**src/rtl/importance_ctrl_pkg.sv**
```systemverilog
// importance_ctrl_pkg
// Shared types and constants for the importance controller and its row-minimum
// tracker: FSM state encoding, datapath/address/dimension widths and the
// tracker reload value.
package importance_ctrl_pkg;

  localparam int DATA_W = 18;  // 2.16 importance / pixel component width
  localparam int ADDR_W = 20;  // linear pixel address width
  localparam int DIM_W  = 10;  // frame width/height width (max 1023)

  localparam logic [DATA_W-1:0] ROWMIN_INIT = 18'h3FFFF;

  typedef enum logic [2:0] {
    S_IDLE  = 3'd0,
    S_RD    = 3'd1,
    S_LATCH = 3'd2,
    S_WR    = 3'd3,
    S_DONE  = 3'd4
  } state_t;

endpackage

```
**src/rtl/importance_ctrl_rowmin.sv**
```systemverilog
// importance_rowmin
// Per-row unsigned minimum tracker over the accepted importance writes.
// Ties keep the earliest (lowest) column. When the last column of a row is
// accepted, the row's result is reported for one cycle and tracking reloads.
// Ports:
//   clk, rst_n        clock, asynchronous active-low reset
//   i_clear           reload tracker (frame start accepted)
//   i_wr_acc          a write was accepted this cycle
//   i_wr_data         accepted write data
//   i_col             column of the accepted write
//   i_last_col        accepted write is the last column of its row
//   o_valid           one-cycle row result strobe
//   o_min, o_min_col  row minimum value and its column
module importance_rowmin
  import importance_ctrl_pkg::*;
(
  input  logic              clk,
  input  logic              rst_n,
  input  logic              i_clear,
  input  logic              i_wr_acc,
  input  logic [DATA_W-1:0] i_wr_data,
  input  logic [DIM_W-1:0]  i_col,
  input  logic              i_last_col,
  output logic              o_valid,
  output logic [DATA_W-1:0] o_min,
  output logic [DIM_W-1:0]  o_min_col
);

  logic [DATA_W-1:0] r_min;
  logic [DIM_W-1:0]  r_min_col;
  logic              r_valid;
  logic [DATA_W-1:0] r_out_min;
  logic [DIM_W-1:0]  r_out_col;

  logic              w_take;
  logic [DATA_W-1:0] w_min;
  logic [DIM_W-1:0]  w_min_col;

  // Strict less-than keeps the earlier column on a tie.
  always_comb begin
    w_take    = (i_wr_data < r_min);
    w_min     = w_take ? i_wr_data : r_min;
    w_min_col = w_take ? i_col : r_min_col;
  end

  always_ff @(posedge clk or negedge rst_n) begin
    if (!rst_n) begin
      r_min     <= ROWMIN_INIT;
      r_min_col <= '0;
      r_valid   <= 1'b0;
      r_out_min <= '0;
      r_out_col <= '0;
    end else begin
      r_valid <= 1'b0;
      if (i_clear) begin
        r_min     <= ROWMIN_INIT;
        r_min_col <= '0;
      end else if (i_wr_acc) begin
        if (i_last_col) begin
          r_out_min <= w_min;
          r_out_col <= w_min_col;
          r_valid   <= 1'b1;
          r_min     <= ROWMIN_INIT;
          r_min_col <= '0;
        end else begin
          r_min     <= w_min;
          r_min_col <= w_min_col;
        end
      end
    end
  end

  assign o_valid   = r_valid;
  assign o_min     = r_out_min;
  assign o_min_col = r_out_col;

endmodule

```
**src/rtl/importance_ctrl.sv**
```systemverilog
// importance_ctrl
// Frame sequencer for the importance map: for every pixel it reads saturation
// and luminance from pixel memory, presents them (with the frame bias) to the
// external importance datapath, and writes the combinational result to the
// importance buffer with a ready handshake. 3 cycles per pixel (RD, LATCH, WR)
// plus one cycle per wr_ready stall.
// Optional feature: define IMPORTANCE_ROWMIN_EN to build the per-row minimum
// reporter; otherwise row_min_valid/row_min/row_min_col are tied to 0.
// Ports:
//   clk, rst_n                 clock, asynchronous active-low reset
//   start, width, height,      frame request and parameters (sampled in IDLE)
//   constant
//   rd_en, rd_addr             pixel memory read strobe / address
//   rd_sat, rd_lum             pixel data, valid one cycle after rd_en
//   imp_sat, imp_lum,          registered datapath operands
//   imp_const
//   imp_result                 datapath result (combinational)
//   wr_en, wr_addr, wr_data,   importance buffer write with handshake
//   wr_ready
//   busy, done                 frame status / completion pulse
//   row_min_valid, row_min,    per-row minimum report (optional)
//   row_min_col
module importance_ctrl
  import importance_ctrl_pkg::*;
(
  input  logic              clk,
  input  logic              rst_n,
  input  logic              start,
  input  logic [DIM_W-1:0]  width,
  input  logic [DIM_W-1:0]  height,
  input  logic [DATA_W-1:0] constant,
  output logic              rd_en,
  output logic [ADDR_W-1:0] rd_addr,
  input  logic [DATA_W-1:0] rd_sat,
  input  logic [DATA_W-1:0] rd_lum,
  output logic [DATA_W-1:0] imp_sat,
  output logic [DATA_W-1:0] imp_lum,
  output logic [DATA_W-1:0] imp_const,
  input  logic [DATA_W-1:0] imp_result,
  output logic              wr_en,
  output logic [ADDR_W-1:0] wr_addr,
  output logic [DATA_W-1:0] wr_data,
  input  logic              wr_ready,
  output logic              busy,
  output logic              done,
  output logic              row_min_valid,
  output logic [DATA_W-1:0] row_min,
  output logic [DIM_W-1:0]  row_min_col
);

  state_t            r_state;
  logic [DIM_W-1:0]  r_width;
  logic [DIM_W-1:0]  r_height;
  logic [DIM_W-1:0]  r_col;
  logic [DIM_W-1:0]  r_row;
  logic [ADDR_W-1:0] r_addr;
  logic              r_rd_en;
  logic              r_wr_en;
  logic              r_busy;
  logic              r_done;
  logic [DATA_W-1:0] r_imp_sat;
  logic [DATA_W-1:0] r_imp_lum;
  logic [DATA_W-1:0] r_imp_const;

  logic w_accept;
  logic w_last_col;
  logic w_last_pix;

  // r_wr_en is only ever set while in WR, so it doubles as the state qualifier.
  assign w_accept   = r_wr_en & wr_ready;
  assign w_last_col = (r_col == (r_width - 10'd1));
  assign w_last_pix = w_last_col & (r_row == (r_height - 10'd1));

  always_ff @(posedge clk or negedge rst_n) begin
    if (!rst_n) begin
      r_state     <= S_IDLE;
      r_width     <= '0;
      r_height    <= '0;
      r_col       <= '0;
      r_row       <= '0;
      r_addr      <= '0;
      r_rd_en     <= 1'b0;
      r_wr_en     <= 1'b0;
      r_busy      <= 1'b0;
      r_done      <= 1'b0;
      r_imp_sat   <= '0;
      r_imp_lum   <= '0;
      r_imp_const <= '0;
    end else begin
      r_rd_en <= 1'b0;
      r_done  <= 1'b0;
      case (r_state)
        S_IDLE: begin
          if (start) begin
            r_width     <= width;
            r_height    <= height;
            r_imp_const <= constant;
            r_col       <= '0;
            r_row       <= '0;
            r_addr      <= '0;
            r_busy      <= 1'b1;
            if ((width == '0) || (height == '0)) begin
              r_state <= S_DONE;
              r_done  <= 1'b1;
            end else begin
              r_state <= S_RD;
              r_rd_en <= 1'b1;
            end
          end
        end
        S_RD: begin
          r_state <= S_LATCH;
        end
        S_LATCH: begin
          r_imp_sat <= rd_sat;
          r_imp_lum <= rd_lum;
          r_wr_en   <= 1'b1;
          r_state   <= S_WR;
        end
        S_WR: begin
          if (wr_ready) begin
            r_wr_en <= 1'b0;
            if (w_last_pix) begin
              r_state <= S_DONE;
              r_done  <= 1'b1;
            end else begin
              // Linear address advances by one; no row*width product needed.
              r_addr <= r_addr + 20'd1;
              if (w_last_col) begin
                r_col <= '0;
                r_row <= r_row + 10'd1;
              end else begin
                r_col <= r_col + 10'd1;
              end
              r_state <= S_RD;
              r_rd_en <= 1'b1;
            end
          end
        end
        S_DONE: begin
          r_busy  <= 1'b0;
          r_state <= S_IDLE;
        end
        default: begin
          r_state <= S_IDLE;
          r_busy  <= 1'b0;
          r_wr_en <= 1'b0;
        end
      endcase
    end
  end

  assign rd_en     = r_rd_en;
  assign rd_addr   = r_addr;
  assign wr_en     = r_wr_en;
  assign wr_addr   = r_addr;
  // Operands are frozen during WR, so the datapath result is stable while stalled.
  assign wr_data   = r_wr_en ? imp_result : '0;
  assign imp_sat   = r_imp_sat;
  assign imp_lum   = r_imp_lum;
  assign imp_const = r_imp_const;
  assign busy      = r_busy;
  assign done      = r_done;

`ifdef IMPORTANCE_ROWMIN_EN
  logic w_start_acc;
  assign w_start_acc = (r_state == S_IDLE) & start;

  importance_rowmin u_rowmin (
    .clk        (clk),
    .rst_n      (rst_n),
    .i_clear    (w_start_acc),
    .i_wr_acc   (w_accept),
    .i_wr_data  (wr_data),
    .i_col      (r_col),
    .i_last_col (w_last_col),
    .o_valid    (row_min_valid),
    .o_min      (row_min),
    .o_min_col  (row_min_col)
  );
`else
  assign row_min_valid = 1'b0;
  assign row_min       = '0;
  assign row_min_col   = '0;
`endif

endmodule

```
**config.mk**
```make
export PLATFORM = sky130hd
export DESIGN_NAME = importance_ctrl
export DESIGN_NICKNAME = d
export VERILOG_FILES = /design/src/rtl/importance_ctrl_pkg.sv /design/src/rtl/importance_ctrl_rowmin.sv /design/src/rtl/importance_ctrl.sv
export SDC_FILE = /design/constraint.sdc
export NUM_CORES = 1
export LEC_CHECK = 0
export ABC_AREA = 1
export CAP_MARGIN = 25
export CORE_ASPECT_RATIO = 0.75
export CORE_MARGIN = 1
export CORE_UTILIZATION = 35
export DETAILED_ROUTE_END_ITERATION = 12
export PLACE_DENSITY = 0.77
export SLEW_MARGIN = 20
export SYNTH_ARGS = -nofsm -noshare
export SYNTH_HDL_FRONTEND = slang
export SYNTH_SLANG_ARGS = --single-unit
```
**constraint.sdc**
```tcl
create_clock -name clk -period 1.8 [get_ports clk]
set_input_delay 0.45 -clock clk [delete_from_list [all_inputs] [get_ports clk]]
set_output_delay 0.45 -clock clk [all_outputs]
set_load 0.005 [all_outputs]
```
; ---- Word-level counts from Yosys, hierarchy flattened
; Cells that the tools add are included.
[totals]
regBits = 121
input_bits = 96
output_inout_bits = 145
wordCells = 77
[classes]
n_addsub = 5
n_eq_ne = 10
n_mux = 33
bitwise_logic = 3
reduce_logical = 13
[ops]
columns = cell, count
row1 = 10-bit 2-to-1 mux, 7
row2 = 20-bit 2-to-1 mux, 3
row3 = 10-bit case mux with 2 select lines, 2
row4 = 20-bit case mux with 2 select lines, 1
row5 = "10-bit by 1-bit adder with 10-bit output, second input constant", 2
row6 = "20-bit by 1-bit adder with 20-bit output, second input constant", 1
row7 = 10-bit == test, 2
row8 = 10-bit logical NOT, 2
row9 = "10-bit by 1-bit subtractor with 10-bit output, second input constant", 2
row10 = 18-bit 2-to-1 mux, 1
row11 = 3-bit 2-to-1 mux, 4
row12 = 3-bit case mux with 4 select lines, 1
row13 = 1-bit 2-to-1 mux, 10
row14 = "2-bit != test, second input constant", 4
row15 = 2-bit AND reduction, 4
row16 = "3-bit by 2-bit == test with 1-bit output, second input constant", 2
row17 = 1-bit case mux with 2 select lines, 3
row18 = 3-bit OR reduction, 2
row19 = 5-bit AND reduction, 1
row20 = 4-bit AND reduction, 1
row21 = "3-bit by 1-bit == test with 1-bit output, second input constant", 1
row22 = "3-bit == test, second input constant", 1
row23 = 3-bit logical NOT, 1
row24 = 1-bit case mux with 3 select lines, 1
row25 = other kinds (4), 5

; ---- Longest topological paths before layout
; Gate-level depths: netlist of the first run.
[depth]
depth_word = 6
depth_mapped = 18
depth_no_buf = 16

; ---- Worst setup path before layout of the first run
; OpenSTA, ideal clock, no wires.
[synth_timing]
path_type = register to register
start = register r_width[0]
end = register r_col[8]
setup_time_ns = 0.121
t_arrival_ns = 1.854
t_required_ns = 1.679
slack_ns = -0.175
stages_incl_launch_ff = 15
n_path_buf = 1
synth_period_minus_slack_ns = 1.975
cell_sequence = dfrtp_1 > inv_2 > ha_1 > nand2_1 > nor2_1 > inv_1 > nand3_1 > nand2_1 > nor2_1 > nand3_2 > nor2_4 > nand3_4 > nand3_4 > clkbuf_4 > o21ai_1
[synth_via]
elab_chain_cells = 6
elab_cells_between_ends = 9
cone_classes = add/sub (1) / eq/ne (2) / mux (4) / bitwise (1) / reduce/logical (1)
[synth_rtl]
columns = item, line
row1 = from (decl), importance_ctrl.sv:52  ; logic [DIM_W-1:0] r_width;
row2 = from (signal assigned), importance_ctrl.sv:95  ; r_width <= width;
row3 = 10-bit by 1-bit subtractor with 10-bit output *, importance_ctrl.sv:71  ; assign w_last_col = (r_col == (r_width - 10'd1));
row4 = 10-bit == test *, importance_ctrl.sv:71
row5 = 10-bit 2-to-1 mux, importance_ctrl.sv:129  ; if (w_last_col) begin
row6 = 10-bit 2-to-1 mux, importance_ctrl.sv:123  ; if (w_last_pix) begin
row7 = 10-bit 2-to-1 mux, importance_ctrl.sv:121  ; if (wr_ready) begin
row8 = 10-bit case mux with 2 select lines, importance_ctrl.sv:92  ; case (r_state)
row9 = to (signal assigned), importance_ctrl.sv:133  ; r_col <= r_col + 10'd1;
row10 = to (decl), importance_ctrl.sv:54  ; logic [DIM_W-1:0] r_col;
; Every way passes the cells marked *; elsewhere a longest branch is shown, timed or not. The select of a mux whose other input is x is not followed.
; A chain may end at the register's enable or synchronous reset.

; ---- Worst setup path after layout of the first run
[layout_timing]
start = register r_width[0]
end = register r_addr[9] (netlist: rd_addr[9])
[layout_via]
elab_chain_cells = 5
[layout_rtl]
columns = item, line
row1 = 10-bit by 1-bit subtractor with 10-bit output, importance_ctrl.sv:71
row2 = 10-bit == test, importance_ctrl.sv:71
row3 = 1-bit AND, importance_ctrl.sv:72  ; assign w_last_pix = w_last_col & (r_row == (r_height - 10'd1));
row4 = 2-bit != test (no source line), n/a
row5 = 4-bit AND reduction (no source line), n/a
row6 = to (signal assigned), importance_ctrl.sv:128  ; r_addr <= r_addr + 20'd1;
row7 = to (decl), importance_ctrl.sv:56  ; logic [ADDR_W-1:0] r_addr;
; Every way passes these cells.

==> results_dict.tcl, run 1 <==
set metrics [dict create \
    htree_levels 4 \
    p_sw_mw 5.315 \
    setup_viol 47 \
    antenna_found_initial 0 \
    slew_viol_final 0 \
    mappedNetlistArea_sq_mm 0.006888 \
    cts.sinks 121 \
    seq_power_share_pct 28.5 \
    clk_pin_slew_ns 0.06 \
    use_met3_pct 4.361 \
    async_reset_ff_share_pct 100.0 \
    finClkSkew_ns 0.009628 \
    first_global_vias 6211 \
    maxCapViolations 0 \
    setup_ws_ns -0.3591 \
    drt-wirelength-per-cell_um 13.68 \
    gp_congestion 0.8567 \
    antenna-diode-count 0 \
    crit_fanout 9 \
    firstDrtPassIters 5 \
    place_inst 1330 \
    grt_most_used_layer "met2" \
    areaGrowthSynthToFinish_pct 58.84 \
    grt_setup_unrepaired "true" \
    arrival_ns 2.45 \
    fin_crit_ns 2.159 \
    multi_input_area_sq_mm 0.003382 \
    hp-class "in2async" \
    grt_pass1_wl_um 30130 \
    cp-start-kind "flip-flop" \
    synth_cell_types 39 \
    drcViolationCount 0 \
    detail-route-antenna-nets 0 \
    layout_commonest_cell "nand2_1" \
    max_clock_freq_mhz 463.2 \
    synth_edf_count 0 \
    cts_buffers 17 \
    fillerInstances 1653 \
    ys_ff_latch 121 \
    row_count 44 \
    die_y_um 123.5 \
    fin_crit_sh_pct 120.0 \
    start_util_pct 35.64 \
    met2_usage_pct 31.59 \
    setup_tns_ns -13.79 \
    critPathCaptureType "flip-flop" \
    p_int_mw 9.814 \
    drive_gt1_share_pct 30.42 \
    grt.met1_usage_pct 25.07 \
    p_leak_nw 5.284 \
    ys_seq_area_share_pct 43.96 \
    yosysWarnings 0 \
    p_clk_share_pct 22.3 \
    status "complete, but fails checks" \
    seq_area_sq_mm 0.003042 \
    hold_viol_final 0 \
    die_area_sq_mm 0.02025 \
    critPathKind "reg2reg" \
    synth_flop_cell "dfrtp_1" \
    critPathRequiredTime_ns 2.10 \
    die_w_um 164.0 \
    vias 6532 \
    violations "setup timing" \
    ir_drop_uv 842.9 \
    io_pins 241 \
    p_comb_share_pct 49.2 \
    stdcell_count 1410 \
    syn-instance-count 816 \
    cts_tree "done" \
    place.port_buffers 211 \
    finalWirelength_um 19290 \
    grt_usage_pct 18.97 \
    ctsRootBufferMaster "clkbuf_16" \
    coreArea_sq_mm 0.01932 \
    switching_share_pct 35.13 \
    grt_max_degree 50 \
    powerDensity_mw_per_mm2 1383 \
    syn_area_per_cell_sq_um 8.441 \
    hpwl_um 13500 \
    cts.path.max_buffers 2 \
    insertion_delay_ns 0.42 \
    fin_nets 1245 \
    final_cell_mix "177 x nand2_1, 164 x clkdlybuf4s50_1, 120 x buf_4, 110 x dfrtp_1, 72 x nor2_1" \
    first_iter_violations 351 \
    detail_route.vias_per_cell 4.633 \
    gr-total-overflow 0 \
]
registers in the layout, indices dropped and copies added (netlist names):
name and cells:
r_height 10, r_col 10, wr_en 1, done 1, rd_addr 20, r_state 3, r_row 10, imp_const 18
imp_sat 18, imp_lum 18, r_width 10, rd_en 1, busy 1
area by class of cell:
cell class / instances / area share [%]
clock buffer: 17 / 3.888
inverter: 80 / 2.745
sequential: 121 / 27.80
multi-input combinational: 568 / 30.91
timing repair buffer: 356 / 30.34
tap: 253 / 2.893
clock inverter: 15 / 1.418
synth_stat cells, types with 3 or more instances:
| library cell | n | share of area [%] |
|---|---|---|
| nand2_1 | 199 | 11 |
| dfrtp_1 | 121 | 44 |
| nor2_1 | 80 | 4.4 |
| inv_1 | 75 | 4.1 |
| mux2_2 | 59 | 9.6 |
| buf_4 | 49 | 5.3 |
| nand3_1 | 39 | 2.8 |
| o21ai_0 | 26 | 1.9 |
| xor2_1 | 22 | 2.8 |
| nand4_1 | 20 | 1.8 |
| a21oi_1 | 17 | 1.2 |
| clkbuf_1 | 16 | 0.87 |
| nor3_1 | 13 | 0.94 |
| or2_2 | 13 | 1.2 |
| o21ai_2 | 10 | 1.3 |
| buf_2 | 7 | 0.51 |
| xnor2_1 | 6 | 0.76 |
| ha_1 | 5 | 0.91 |
| nor4_1 | 5 | 0.45 |
| inv_2 | 4 | 0.22 |
| nand3b_1 | 3 | 0.33 |
power groups by stage:
| stage | clock (mW) | combinational, mW | sequential (mW) |
|---|---|---|---|
| finish | 3.38 | 7.44 | 4.31 |
| global route | 3.57 | 8.11 | 4.44 |
| CTS | 3.45 | 7.12 | 4.27 |
| detailed placement | 0 | 6.57 | 4.32 |
| global placement | 0 | 6.45 | 4.27 |
| floorplan | 0 | 3.22 | 4.33 |
worst max-delay path, cell delays in order, from the launching register on:
cell and delay, ns:
dfrtp_1 0.39, inv_2 0.10, ha_4 0.18, nand2_4 0.07, nor2_4 0.13, inv_2 0.05, nand3_2 0.07, nand2_1 0.07
nor2_2 0.12, nand3_2 0.12, nor2_4 0.17, nand3_4 0.11, nand3_4 0.10, buf_12 0.14, clkbuf_16 0.15, o21ai_0 0.07
repair_timing:
item,in CTS,in global routing
hold endpoints to repair,15,0
endpoints found under the setup margin,103,69
pin swaps,7,11
hold buffers,1,0
resized for setup,95,76
buffers inserted,38,5
gates cloned,3,4
metrics by stage:
step	hold slack (ns)	cell area [sq um]	util [%]	setup WS, ns	total power [mW]
after global routing	0.4859	10940	56.62	-0.5376	16.13
after detailed placement	0.3572	9789	50.66	-0.4088	10.89
after floorplan	0.1544	7038	-	-0.1255	7.550
after global placement	0.3500	9789	50.66	-0.3099	10.72
final	0.4596	10940	56.62	-0.3591	15.13
after CTS	0.4654	10800	55.89	-0.2918	14.84
metal layers:
metal	routed length, um	vias up
met2	9457	202
li1	-	3208
met3	1129	16
met5	0	-
met4	161	0
met1	8545	3106
cells by family after synthesis:
group,synth area share (%)
fa+ha+maj,0.9083
mux,9.646
xor+xnor,4.214
compound gates,4.923
other cells,0.05444
simple gates,24.60
buf+inv,11.70
flops,43.96
final timing paths:
check | startpoint | to | slack, ns | cells past startpoint
max in group asynchronous | rst_n | r_width[5] | 0.73 | 3
min in group clk | busy | busy | 0.48 | 2
max | r_width[0] | rd_addr[9] | -0.36 | 15
min reg2reg | busy | busy | 0.48 | 2
max reg2reg | r_width[0] | rd_addr[9] | -0.36 | 15
min | rst_n | rd_addr[14] | 0.46 | 2
Note: power is estimated with default switching activity, not from simulation.
==> run 2, diff against run 1 <==
SLEW_MARGIN = not set   (was 20)
==> results of run 2 <==
The final DEF is identical to that of run 1; final timing and power are the same.
